--- config.mk ---
export PLATFORM = sky130hd
export DESIGN_NAME = fll_cfg_apb_bridge
export DESIGN_NICKNAME = d
export VERILOG_FILES = /design/src/rtl/fll_cfg_pkg.sv /design/src/rtl/fll_lock_monitor.sv /design/src/rtl/fll_cfg_apb_bridge.sv
export SDC_FILE = /design/constraint.sdc
export NUM_CORES = 1
export LEC_CHECK = 0
export BUFFER_PORTS_ARGS = -buffer_cell sky130_fd_sc_hd__buf_2
export CAP_MARGIN = 30
export CORE_AREA = 2 2 122 95
export CTS_CLUSTER_DIAMETER = 60
export CTS_CLUSTER_SIZE = 14
export DETAILED_ROUTE_END_ITERATION = 10
export DIE_AREA = 0 0 124 97
export GPL_TIMING_DRIVEN = 0
export PLACE_DENSITY = 0.78
export SETUP_SLACK_MARGIN = 0.05
export SYNTH_ARGS = -nofsm -noshare
export SYNTH_HDL_FRONTEND = slang
export SYNTH_SLANG_ARGS = --single-unit
--- constraint.sdc ---
create_clock -name clk_i -period 2.3 [get_ports clk_i]
set_clock_uncertainty 0.05 [all_clocks]
set_input_delay 0.46 -clock clk_i [delete_from_list [all_inputs] [get_ports clk_i]]
set_output_delay 0.46 -clock clk_i [all_outputs]
set_load 0.005 [all_outputs]
--- src/rtl/fll_cfg_pkg.sv ---
// Shared types and constants for the FLL configuration APB bridge.
package fll_cfg_pkg;

   typedef enum logic [1:0] {
      IDLE = 2'd0,
      REQ  = 2'd1,
      RESP = 2'd2
   } state_t;

   // paddr[8:7] selects which FLL port (or the local block) an access goes to
   localparam logic [1:0] TGT_SOC   = 2'd0;
   localparam logic [1:0] TGT_PER   = 2'd1;
   localparam logic [1:0] TGT_CLU   = 2'd2;
   localparam logic [1:0] TGT_LOCAL = 2'd3;

   // local register word addresses (paddr[6:2])
   localparam logic [4:0] REG_LOCK      = 5'd0;
   localparam logic [4:0] REG_LOCK_LOST = 5'd1;
   localparam logic [4:0] REG_ERR       = 5'd2;
   localparam logic [4:0] REG_IRQ_EN    = 5'd3;

   localparam int NUM_FLL = 3;

   // one-hot request vector for an FLL target; the local target maps to no request
   function automatic logic [NUM_FLL-1:0] tgt_onehot(input logic [1:0] tgt);
      logic [NUM_FLL-1:0] oh;
      case (tgt)
         TGT_SOC: oh = 3'b001;
         TGT_PER: oh = 3'b010;
         TGT_CLU: oh = 3'b100;
         default: oh = 3'b000;
      endcase
      return oh;
   endfunction

endpackage

--- src/rtl/fll_lock_monitor.sv ---
// Synchronises the FLL lock inputs, detects loss of lock and keeps a sticky,
// write-one-to-clear record of it. A new loss event beats a simultaneous clear.
module fll_lock_monitor #(
   parameter int WIDTH       = 3,
   parameter int SYNC_STAGES = 2
) (
   input  logic             clk,
   input  logic             rst,
   input  logic [WIDTH-1:0] lock_raw,
   input  logic [WIDTH-1:0] clear,
   output logic [WIDTH-1:0] lock_sync,
   output logic [WIDTH-1:0] lock_lost
);

   logic [SYNC_STAGES-1:0][WIDTH-1:0] sync_q;
   logic [WIDTH-1:0]                  lock_d;
   logic [WIDTH-1:0]                  fall;

   assign lock_sync = sync_q[SYNC_STAGES-1];
   assign fall      = lock_d & ~lock_sync;

   // synchroniser chain, delayed copy for edge detect, and sticky loss flags
   always_ff @(posedge clk) begin
      if (rst) begin
         sync_q    <= '0;
         lock_d    <= '0;
         lock_lost <= '0;
      end else begin
         sync_q    <= {sync_q[SYNC_STAGES-2:0], lock_raw};
         lock_d    <= lock_sync;
         lock_lost <= (lock_lost & ~clear) | fall;
      end
   end

endmodule

--- src/rtl/fll_cfg_apb_bridge.sv ---
// APB slave that turns accesses into FLL config port transactions (req/wrn/add/data
// with ack), times out hung accesses, and hosts a small local status block for FLL
// lock loss, timeout errors and the lock interrupt.
//
// Handshake: an APB access is psel_i & penable_i; it completes on the cycle where
// pready_o is high. Local accesses complete in the same cycle; FLL accesses hold
// fll_req_o[target] until the matching fll_ack_i bit (or a timeout), then pulse
// pready_o for exactly one cycle.
module fll_cfg_apb_bridge
   import fll_cfg_pkg::*;
#(
   parameter int APB_ADDR_WIDTH = 12,
   parameter int TIMEOUT_CYC    = 256,
   parameter int SYNC_STAGES    = 2
) (
   input  logic                      clk_i,
   input  logic                      rst_i,
   input  logic [APB_ADDR_WIDTH-1:0] paddr_i,
   input  logic                      psel_i,
   input  logic                      penable_i,
   input  logic                      pwrite_i,
   input  logic [31:0]               pwdata_i,
   output logic [31:0]               prdata_o,
   output logic                      pready_o,
   output logic                      pslverr_o,
   output logic [2:0]                fll_req_o,
   output logic                      fll_wrn_o,
   output logic [4:0]                fll_add_o,
   output logic [31:0]               fll_data_o,
   input  logic [2:0]                fll_ack_i,
   input  logic [95:0]               fll_r_data_i,
   input  logic [2:0]                fll_lock_i,
   output logic                      lock_irq_o
);

   localparam int              CNT_W   = (TIMEOUT_CYC > 1) ? $clog2(TIMEOUT_CYC) : 1;
   localparam logic [CNT_W-1:0] CNT_MAX = CNT_W'(TIMEOUT_CYC - 1);

   state_t           state;
   logic [1:0]       tgt;
   logic [1:0]       tgt_q;
   logic [4:0]       reg_add;
   logic [CNT_W-1:0] cnt;
   logic             access;
   logic             ack_hit;
   logic             timeout;
   logic [31:0]      ack_data;
   logic [31:0]      rdata_q;
   logic             pready_q;
   logic             pslverr_q;

   logic             local_hit;
   logic             local_wr;
   logic [31:0]      local_rdata;
   logic             local_err;
   logic [2:0]       lost_clr;
   logic [2:0]       err_clr;
   logic [2:0]       err_set;
   logic [2:0]       err_q;
   logic [2:0]       irq_en_q;
   logic [2:0]       lock_sync;
   logic [2:0]       lock_lost;
   logic             unused_ok;

   assign tgt     = paddr_i[8:7];
   assign reg_add = paddr_i[6:2];
   assign access  = psel_i & penable_i & ~rst_i;

   // only the requested port's ack counts; req is zero outside REQ so stray acks fall away
   assign ack_hit = |(fll_ack_i & fll_req_o);
   assign timeout = (state == REQ) & ~ack_hit & (cnt == CNT_MAX);
   assign err_set = timeout ? fll_req_o : 3'b000;

   assign local_hit = (state == IDLE) & access & (tgt == TGT_LOCAL);
   assign local_wr  = local_hit & pwrite_i;

   assign unused_ok = ^{paddr_i, pwdata_i[31:3]};

   // read-data slice belonging to the FLL currently being served
   always_comb begin
      ack_data = 32'h0;
      case (tgt_q)
         TGT_SOC: ack_data = fll_r_data_i[31:0];
         TGT_PER: ack_data = fll_r_data_i[63:32];
         TGT_CLU: ack_data = fll_r_data_i[95:64];
         default: ack_data = 32'h0;
      endcase
   end

   // local register decode: read mux, W1C strobes and bad-address error
   always_comb begin
      local_rdata = 32'h0;
      local_err   = 1'b0;
      lost_clr    = 3'b000;
      err_clr     = 3'b000;
      if (local_hit) begin
         case (reg_add)
            REG_LOCK: begin
               local_rdata = {29'b0, lock_sync};
            end
            REG_LOCK_LOST: begin
               local_rdata = {29'b0, lock_lost};
               if (pwrite_i) lost_clr = pwdata_i[2:0];
            end
            REG_ERR: begin
               local_rdata = {29'b0, err_q};
               if (pwrite_i) err_clr = pwdata_i[2:0];
            end
            REG_IRQ_EN: begin
               local_rdata = {29'b0, irq_en_q};
            end
            default: begin
               local_err = 1'b1;
            end
         endcase
      end
   end

   // transaction FSM: launch request, wait for ack or timeout, one-cycle response
   always_ff @(posedge clk_i) begin
      if (rst_i) begin
         state      <= IDLE;
         tgt_q      <= TGT_SOC;
         fll_req_o  <= 3'b000;
         fll_wrn_o  <= 1'b0;
         fll_add_o  <= 5'd0;
         fll_data_o <= 32'h0;
         cnt        <= '0;
         rdata_q    <= 32'h0;
         pready_q   <= 1'b0;
         pslverr_q  <= 1'b0;
      end else begin
         case (state)
            IDLE: begin
               pready_q  <= 1'b0;
               pslverr_q <= 1'b0;
               rdata_q   <= 32'h0;
               cnt       <= '0;
               if (access && (tgt != TGT_LOCAL)) begin
                  tgt_q      <= tgt;
                  fll_wrn_o  <= ~pwrite_i;
                  fll_add_o  <= reg_add;
                  fll_data_o <= pwdata_i;
                  fll_req_o  <= tgt_onehot(tgt);
                  state      <= REQ;
               end
            end
            REQ: begin
               if (ack_hit) begin
                  fll_req_o <= 3'b000;
                  rdata_q   <= fll_wrn_o ? ack_data : 32'h0;
                  pready_q  <= 1'b1;
                  pslverr_q <= 1'b0;
                  state     <= RESP;
               end else if (timeout) begin
                  fll_req_o <= 3'b000;
                  rdata_q   <= 32'h0;
                  pready_q  <= 1'b1;
                  pslverr_q <= 1'b1;
                  state     <= RESP;
               end else if (cnt != CNT_MAX) begin
                  cnt <= cnt + 1'b1;
               end
            end
            RESP: begin
               pready_q  <= 1'b0;
               pslverr_q <= 1'b0;
               rdata_q   <= 32'h0;
               state     <= IDLE;
            end
            default: begin
               state <= IDLE;
            end
         endcase
      end
   end

   // sticky timeout flags and interrupt enable; a new timeout beats a same-cycle clear
   always_ff @(posedge clk_i) begin
      if (rst_i) begin
         err_q    <= 3'b000;
         irq_en_q <= 3'b000;
      end else begin
         err_q <= (err_q & ~err_clr) | err_set;
         if (local_wr && (reg_add == REG_IRQ_EN)) irq_en_q <= pwdata_i[2:0];
      end
   end

   // registered interrupt level
   always_ff @(posedge clk_i) begin
      if (rst_i) lock_irq_o <= 1'b0;
      else       lock_irq_o <= |(lock_lost & irq_en_q);
   end

   fll_lock_monitor #(
      .WIDTH       (3),
      .SYNC_STAGES (SYNC_STAGES)
   ) u_lock_monitor (
      .clk       (clk_i),
      .rst       (rst_i),
      .lock_raw  (fll_lock_i),
      .clear     (lost_clr),
      .lock_sync (lock_sync),
      .lock_lost (lock_lost)
   );

   assign pready_o  = pready_q | local_hit;
   assign prdata_o  = rdata_q | local_rdata;
   assign pslverr_o = pslverr_q | local_err;

endmodule

* Yosys cells after proc, flatten, opt, wreduce, memory -nomap -nowiden
Index checks and enable logic that the tools add are counted.
Storage, ports and cells: register bits 106, bits of input ports 151, output and inout bits 76, word-level logic and storage cells 109
Cells by class: $add $sub $neg 1, equality and inequality tests 18, muxes and demuxes 33, bitwise gates (word level) 23, reduce and logical (&&, ||, !) cells 17
Operators by type and width (count):
- 2-to-1 mux 32 bit | 3
- one-hot mux 32 bit (3 select lines) | 1
- one-hot mux 32 bit (2 select lines) | 1
- OR 32 bit | 1
- 2-to-1 mux 3 bit | 10
- 2-to-1 mux 8 bit | 3
- one-hot mux 8 bit (2 select lines) | 1
- AND 3 bit | 5
- one-hot mux 3 bit (4 select lines) | 1
- equality test 5 x 2 -> 1 bit, second input constant | 2
- NOT 3 bit | 3
- one-hot mux 3 bit (3 select lines) | 1
- adder 8 x 1 -> 8 bit, second input constant | 1
- equality test 2 bit, second input constant | 4
- equality test 8 bit, second input constant | 1
- != test 8 bit, second input constant | 1
- AND 1 bit | 7
- equality test 2 x 1 -> 1 bit, second input constant | 3
- zero test 2 bit | 3
- 2-to-1 mux 2 bit | 3
- != test 2 bit, second input constant | 3
- OR 3 bit | 2
- one-hot mux 3 bit (2 select lines) | 1
- AND reduction 2 bit | 3
- other kinds (16) | 28

* Logic depth before layout (Yosys ltp)
Gate-level depths: netlist of the first run.
depth after elaboration 8, depth in mapped cells 6, depth with buffers taken out 5

* Modules after synthesis
A second synthesis of the first run with hierarchy kept.
Unflattened totals: cells, all modules 560, area total of the unflattened synthesis 4899.7 µm²
Modules (own cells, without submodules):
- fll_cfg_apb_bridge | times used 1, cells each 526, area an instance 4478.0 µm², seq. area each 1881.8 µm²
- fll_lock_monitor | times used 1, cells each 34, area an instance 421.7 µm², seq. area each 240.2 µm²

* Worst setup path before layout of the first run
No wires, ideal clock.
path kind input -> register, start point in fll_ack_i[0], end point reg cnt[4], library setup time 0.070 ns, data arrival time 1.929 ns, required time 2.180 ns, setup slack 0.251 ns, cell stages on the path 5, buffers on the path 1, cells stage by stage a222oi_1 -> o221ai_2 -> buf_6 -> or3_1 -> a21oi_1
On the way: longest elaborated chain between the ends 7, elaborated cells between the ends (all ways) 8
Ends and longest elaborated chain:
- start, declared | RTL line fll_cfg_apb_bridge.sv:30 | input logic [2:0] fll_ack_i,
- AND 3 bit * | RTL line fll_cfg_apb_bridge.sv:70 | assign ack_hit = |(fll_ack_i & fll_req_o);
- OR reduction 3 bit * | RTL line fll_cfg_apb_bridge.sv:70
- NOT 1 bit | RTL line fll_cfg_apb_bridge.sv:71 | assign timeout = (state == REQ) & ~ack_hit & (cnt == CNT_MAX);
- AND 1 bit (2 in a row) | RTL line fll_cfg_apb_bridge.sv:71
- != test 2 bit (no line)
- AND reduction 4 bit (no line) *
- end signal, assigned | RTL line fll_cfg_apb_bridge.sv:162 | cnt <= cnt + 1'b1;
- end, declared | RTL line fll_cfg_apb_bridge.sv:43 | logic [CNT_W-1:0] cnt;
Mark *: on every way between the ends. The rest lies on a longest branch, timed or not. A chain may end at the register's enable or synchronous reset.

* Final worst setup path of the first run
start point in paddr_i[3], end point out prdata_o[1]
On the way: longest elaborated chain between the ends 4, elaborated cells between the ends (all ways) 7
Ends and longest elaborated chain:
- start, declared | RTL line fll_cfg_apb_bridge.sv:18 | input logic [APB_ADDR_WIDTH-1:0] paddr_i,
- equality test 5 x 2 -> 1 bit (tied with other cells) | RTL line fll_cfg_apb_bridge.sv:97 | case (reg_add)
- one-hot mux 3 bit (4 select lines) * | RTL line fll_cfg_apb_bridge.sv:97
- 2-to-1 mux 3 bit * | RTL line fll_cfg_apb_bridge.sv:96 | if (local_hit) begin
- OR 32 bit * | RTL line fll_cfg_apb_bridge.sv:208 | assign prdata_o = rdata_q | local_rdata;
- end, declared | RTL line fll_cfg_apb_bridge.sv:23 | output logic [31:0] prdata_o,
Marks and branches as above.

==> run summary, run 1 <==
CP max stage delay: 0.53 ns
Yosys warnings: 0
1st-iter DRT viols: 279
most used cell, CP: buf_2
wire per inst: 14.45 um
Post-Syn Area per Cell: 8.097 um^2
Slew headroom: 0.5482
initial antenna violation count: 0
RSZ-0062 raised after global routing: yes
Worst EP required: 1.79 ns
DR pass1 iterations: 5
Int Pwr: 2896 uW
max-slew violation count: 0
Ports: 227
status: completed
CP Class: in2out
Synth top area share: 0.4173
Placed Cells incl. Taps: 987
Die Footprint: 12030 um^2
DRC errors left: 0
# nets final: 1014
TritonCTS clock tree: done
detailed placer's ending HPWL: 11120 um
layout cells sized above 1: 0.3418
Post-synth top cells: nand2_1, dfxtp_1, a21oi_1
sinks on the clock net: 106
Crit path arrival time: 1.67 ns
met3 GRT Util: 0.06309
#FFs+latches synth: 106
Worst Max-Slew Pin Slew: 0.6725 ns
fin crit share: 0.9471
power share of the clock group: 0.406
die height: 97 um
ys flop type: dfxtp_1
first-pass GRT wire length: 23230 um
GP Congestion: 0.8592
most common cell in the netlist: nand2_1
post-route ant nets: 0
Async SR Flop Fraction: 0
largest net degree at the start of global routing: 19
pwr/cell area: 568.3 nW/um^2
Syn-to-layout area delta: 32.06%
Worst path top cell family by delay: multiplexers
slowest CP cell: mux4_2
sequential fraction of the synthesis area: 0.4173
critical-path cell list: buf_2 -> buf_2 -> mux4_2 -> a31o_2 -> buf_2
sequential power share: 0.493
Psw: 919.7 uW
Switching Share: 0.2410
GRT Total Usage: 0.2394
Most Used Layer, Global Route: met2
met2 GRT Util: 0.3770
Vias: 5138
final wirelength: 14540 um
min Tclk post-route: 2.178 ns
setup slack after layout: 0.1218 ns
Post-Syn Area: 5085 um^2
total CTS buffers: 9
Via density: 5.107
Clock Tree Root: clkbuf_16
met1 Usage GRT: 0.3204
Synth area leader: dfxtp_1
number of antenna repair diodes: 0
Port Buffers: 219
vias in the first global route: 4832
Reg clk slew, reported paths: 0.07 ns
core area: 10740 um^2
worst hold path type: in2reg
clock insertion delay at the later pin of the skew report: 0.34 ns
Synth area leaders: dfxtp_1, nand2_1, a21oi_1
Max FO, Critical Path: 10
H-tree lvl count: 3
Non-Filler Instances: 1006
Pleak: 0.002868 uW
EDFF count, synth: 0
gate count of the mapped netlist: 628
Buf/Inv on CP: 3
clk buf depth: 2
Post-Syn Nets: 780
GRT overflow: 0
Setup violations, final: 0
Die Wd: 124 um
DP Worst Slack: -0.3753 ns
f_max: 459.1 MHz
final hold violation count: 0
Distinct cells, synth: 42
Crit. End Element: primary output
type of origin of the critical path: input port
combinational share of power: 0.101
max_cap viols: 0
maximum vdd ir drop: 0.0004468 V
num rows: 33
CTS Hold Buffers Added: 0
Starting Density: 0.4737
==> state kept, by name, summed over array words and instances, names as in the netlist <==
signal and count:
u_lock_monitor.sync_q 3, irq_en_q 3, state 2, fll_data_o 32, fll_wrn_o 1, tgt_q 2
u_lock_monitor.lock_lost 3, u_lock_monitor.lock_d 3, fll_req_o 3, pready_q 1, u_lock_monitor.lock_sync 3, lock_irq_o 1
pslverr_q 1, fll_add_o 5, rdata_q 32, cnt 8, err_q 3
==> logic make-up after synthesis <==
kind of cell,count (synthesis),share of synthesized area
and+or+nand+nor,248,0.2308
AOI/OAI and AO/OA,156,0.1843
DFF,106,0.4173
buffers and inverters,82,0.08883
muxes,35,0.07628
adders and majority gates,1,0.002460
==> metal layers <==
layer,up-vias,share of wire
li1,2603,-
met3,26,0.072
met5,-,0
met4,0,0.017
met2,177,0.46
met1,2332,0.45
==> layout make-up <==
| cell class | count | area [um^2] |
|---|---|---|
| Buffer | 75 | 430.4 |
| Clock buffer | 9 | 225.2 |
| Clock inverter | 6 | 71.32 |
| Fill cell | 1022 | 4020 |
| Inverter | 7 | 26.28 |
| Multi-Input combinational cell | 440 | 2539 |
| Sequential cell | 106 | 2122 |
| Tap cell | 140 | 175.2 |
| Timing Repair Buffer | 223 | 1126 |
==> worst paths after layout <==
path,to,from,slack (ns),cells after the start
hold reg to reg,u_lock_monitor.lock_sync[1],u_lock_monitor.sync_q[1],0.40,1
hold / removal,u_lock_monitor.sync_q[0],fll_lock_i[0],0.27,2
setup / recovery,prdata_o[1],paddr_i[3],0.12,5
setup reg to reg,rdata_q[4],cnt[4],0.19,5
==> placed cells by master (no fill, tap or decap), types with 4 or more instances in the layout <==
cell and instances:
buf_2 226, nand2_1 116, dfxtp_1 106, a21oi_1 85, nor2_1 41, and2_1 34, o211ai_1 34, buf_4 33
mux2i_1 32, clkbuf_1 31, o21ai_0 17, nor2b_1 13, nand4b_1 9, clkbuf_16 9, nand3_1 8, inv_1 7
or3_1 5, nor3_1 4, nand2b_1 4, nand4_1 4, a211oi_1 4
==> power groups by stage <==
stage / combinational [uW] / sequential [uW] / clock, uW
after CTS: 384 / 1880 / 1570
after global routing: 431 / 1890 / 1640
final: 386 / 1880 / 1550
after floorplan: 179 / 1920 / 0
after global placement: 373 / 1920 / 0
after detailed placement: 376 / 1920 / 0
==> per-stage QoR <==
step | util | power [uW] | hold slack (ns) | setup TNS (ns) | cell area, um^2
finish | 0.6255 | 3816 | 0.2692 | 0 | 6715
global route | 0.6255 | 3957 | 0.2888 | 0 | 6715
CTS | 0.6234 | 3836 | 0.2647 | 0 | 6693
detailed placement | 0.5921 | 2301 | 0.3764 | -12.15 | 6356
global placement | 0.5921 | 2297 | 0.3668 | -13.81 | 6356
floorplan | - | 2103 | 0.3638 | 0 | 5085
==> repair_timing <==
action	CTS	global route
pin swaps	1	1
gates resized for setup	4	9
setup buffers	3	1
endpoints found under the setup margin	40	36
(Power assumes the default switching activity.)
==> run 2: changes to the inputs <==
Settings changed: ABC_AREA from default to 1, CORE_AREA 2 2 122 95 to 2 2 126 97, DIE_AREA 0 0 124 97 to 0 0 128 99, PLACE_DENSITY 0.78 to 0.77.
==> run summary, run 2 <==
ys flop type: dfxtp_1
Syn-to-layout area delta: 29.67%
type of origin of the critical path: flip-flop
# nets final: 1132
Crit path arrival time: 1.63 ns
Post-Syn Nets: 899
Int Pwr: 2856 uW
Max FO, Critical Path: 9
worst hold path type: in2reg
Setup violations, final: 0
GRT overflow: 0
sequential power share: 0.488
GP Congestion: 0.8881
DRC errors left: 0
beginning of the worst register-to-register path: cnt[0]
die height: 99 um
Reg clk slew, reported paths: 0.08 ns
Filler Cells Inserted: 1130
Post-Syn Area: 5376 um^2
gate count of the mapped netlist: 747
status: completed
XOR/XNOR Fraction of Synth Area: 0.003258
largest family of logic cells by synthesized area: simple AND/OR/NAND/NOR gates
worst reg2reg setup slack: 0.66 ns
setup slack after layout: 0.1621 ns
Clock Tree Root: clkbuf_16
RSZ-0062 raised after global routing: no
WHS Endpoint: u_lock_monitor.sync_q[1]
setup TNS: 0 ns
num rows: 34
Yosys warnings: 0
1st-iter DRT viols: 335
Psw: 1021 uW
post-synthesis mux area share: 0
first-pass GRT wire length: 24500 um
wire per inst: 13.36 um
detailed placer's ending HPWL: 11870 um
Die Footprint: 12670 um^2
min Tclk post-route: 2.138 ns
final core occ: 0.6115
Synth area leaders: dfxtp_1, nand2_1, a21oi_1
max_cap viols: 0
Pleak: 0.003258 uW
Ports: 227
complex-gate fraction of the synthesized area: 0.1212
Starting Density: 0.4716
final wirelength: 15090 um
WHS Path Cells: 3
adder-cell share of the synthesized area: 0.002327
Via density: 4.901
largest net degree at the start of global routing: 20
EDFF count, synth: 0
combinational share of power: 0.120
most common cell after layout, fill and taps aside: nand2_1
Async SR Flop Fraction: 0
Die Wd: 128 um
#FFs+latches synth: 106
core area: 11400 um^2
clk buf depth: 2
Vias: 5533
Synth top area share: 0.3947
GRT Total Usage: 0.2398
Post-Syn Area per Cell: 7.197 um^2
Distinct cells, synth: 32
most frequent cells in the layout: nand2_1, buf_2, dfxtp_1
final hold violation count: 0
Worst Max-Slew Pin Slew: 0.6893 ns
CP Class: reg2out
DP Worst Slack: 0.1117 ns
f_max: 467.7 MHz
max-slew violation count: 0
TritonCTS clock tree: done
sequential fraction of the synthesis area: 0.3947
pwr/cell area: 556.2 nW/um^2
Switching Share: 0.2634
clock insertion delay at the later pin of the skew report: 0.34 ns
vias in the first global route: 5185
H-tree lvl count: 3
sinks on the clock net: 106
Crit. End Element: primary output
CTS Hold Buffers Added: 0
number of antenna repair diodes: 0
beginning of the worst hold path: fll_lock_i[1]
maximum vdd ir drop: 0.0004418 V
Slew headroom: 0.5405
post-route ant nets: 0
simple-gate area share of the yosys netlist: 0.3628
largest registers: fll_data_o: 32 flops, rdata_q: 32 flops, cnt: 8 flops
total CTS buffers: 9
RR Endpoint: rdata_q[13]
Reg2Reg Depth: 10
Worst EP required: 1.79 ns
power share of the clock group: 0.392
DR pass1 iterations: 5
fin crit share: 0.9295
Port Buffers: 221
layout cells sized above 1: 0.3736
most common cell in the netlist: nand2_1
Synth area leader: dfxtp_1
Post-synth top cells: nand2_1, dfxtp_1, a21oi_1
initial antenna violation count: 0
run 2: layer usage:
layer | global-route usage | part of all wire | vias to the layer above
met5 | 0 | 0 | -
met4 | 0.05410 | 0.014 | 0
met3 | 0.07763 | 0.066 | 21
met2 | 0.3793 | 0.45 | 163
met1 | 0.3205 | 0.47 | 2514
li1 | - | - | 2835
run 2: what timing repair did:
item | CTS | global route
setup endpoints to repair | 1 | 3
buffers inserted | 1 | 0
pin swaps | 1 | 0
endpoints found under the hold margin | 0 | 0
resized for setup | 0 | 3
run 2: final cells by class:
cell class | instances | area [um^2] | share of cell area
Clock inverter | 6 | 57.56 | 0.008256
Sequential cell | 106 | 2122 | 0.3044
Tap cell | 144 | 180.2 | 0.02584
Buffer | 68 | 466.7 | 0.06694
Inverter | 40 | 155.1 | 0.02225
Multi-Input combinational cell | 533 | 2638 | 0.3783
Clock buffer | 10 | 239.0 | 0.03428
Timing Repair Buffer | 222 | 1114 | 0.1597
run 2: critical path, cell delays in order, from the launching register on:
cell     delay, ns
dfxtp_1       0.33
buf_6         0.16
nor2_4        0.05
nand2_1       0.11
nor2_4        0.05
buf_4         0.16
or2_2         0.28
buf_2         0.14
run 2: how the worst max path moves through the flow:
stage               cells past startpoint          end       start
finish                                  7     pready_o    state[0]
global route                            7     pready_o    state[0]
CTS                                     7  prdata_o[0]  paddr_i[6]
detailed placement                      7  prdata_o[0]  paddr_i[6]
global placement                        7  prdata_o[0]  paddr_i[6]
floorplan                               6  prdata_o[0]  paddr_i[2]
run 2: power by group through the flow:
stage          clock network, uW  registers (uW)  logic (uW)
3_3_place_gp                   0            1930         460
4_1_cts                     1540            1890         466
3_5_place_dp                   0            1930         464
2_1_floorplan                  0            1930         237
6_report                    1520            1890         467
5_1_grt                     1620            1900         523
run 2: kinds of logic (layout without fill, tap and decap cells):
group	Yosys count	in the layout
adders and majority gates	1	1
DFF	106	106
and+or+nand+nor	420	420
AOI/OAI and AO/OA	110	110
xor gates and xnor gates	2	2
buffers and inverters	108	346
run 2: metrics by stage:
step | instance area [um^2] | hold slack (ns) | total power, uW | cells
2_1_floorplan | 5376 | 0.3383 | 2171 | 747
3_3_place_gp | 6663 | 0.3398 | 2393 | 1112
3_5_place_dp | 6663 | 0.3483 | 2397 | 1112
4_1_cts | 6967 | 0.2570 | 3902 | 1129
5_1_grt | 6972 | 0.2547 | 4039 | 1129
6_report | 6972 | 0.2567 | 3878 | 1129
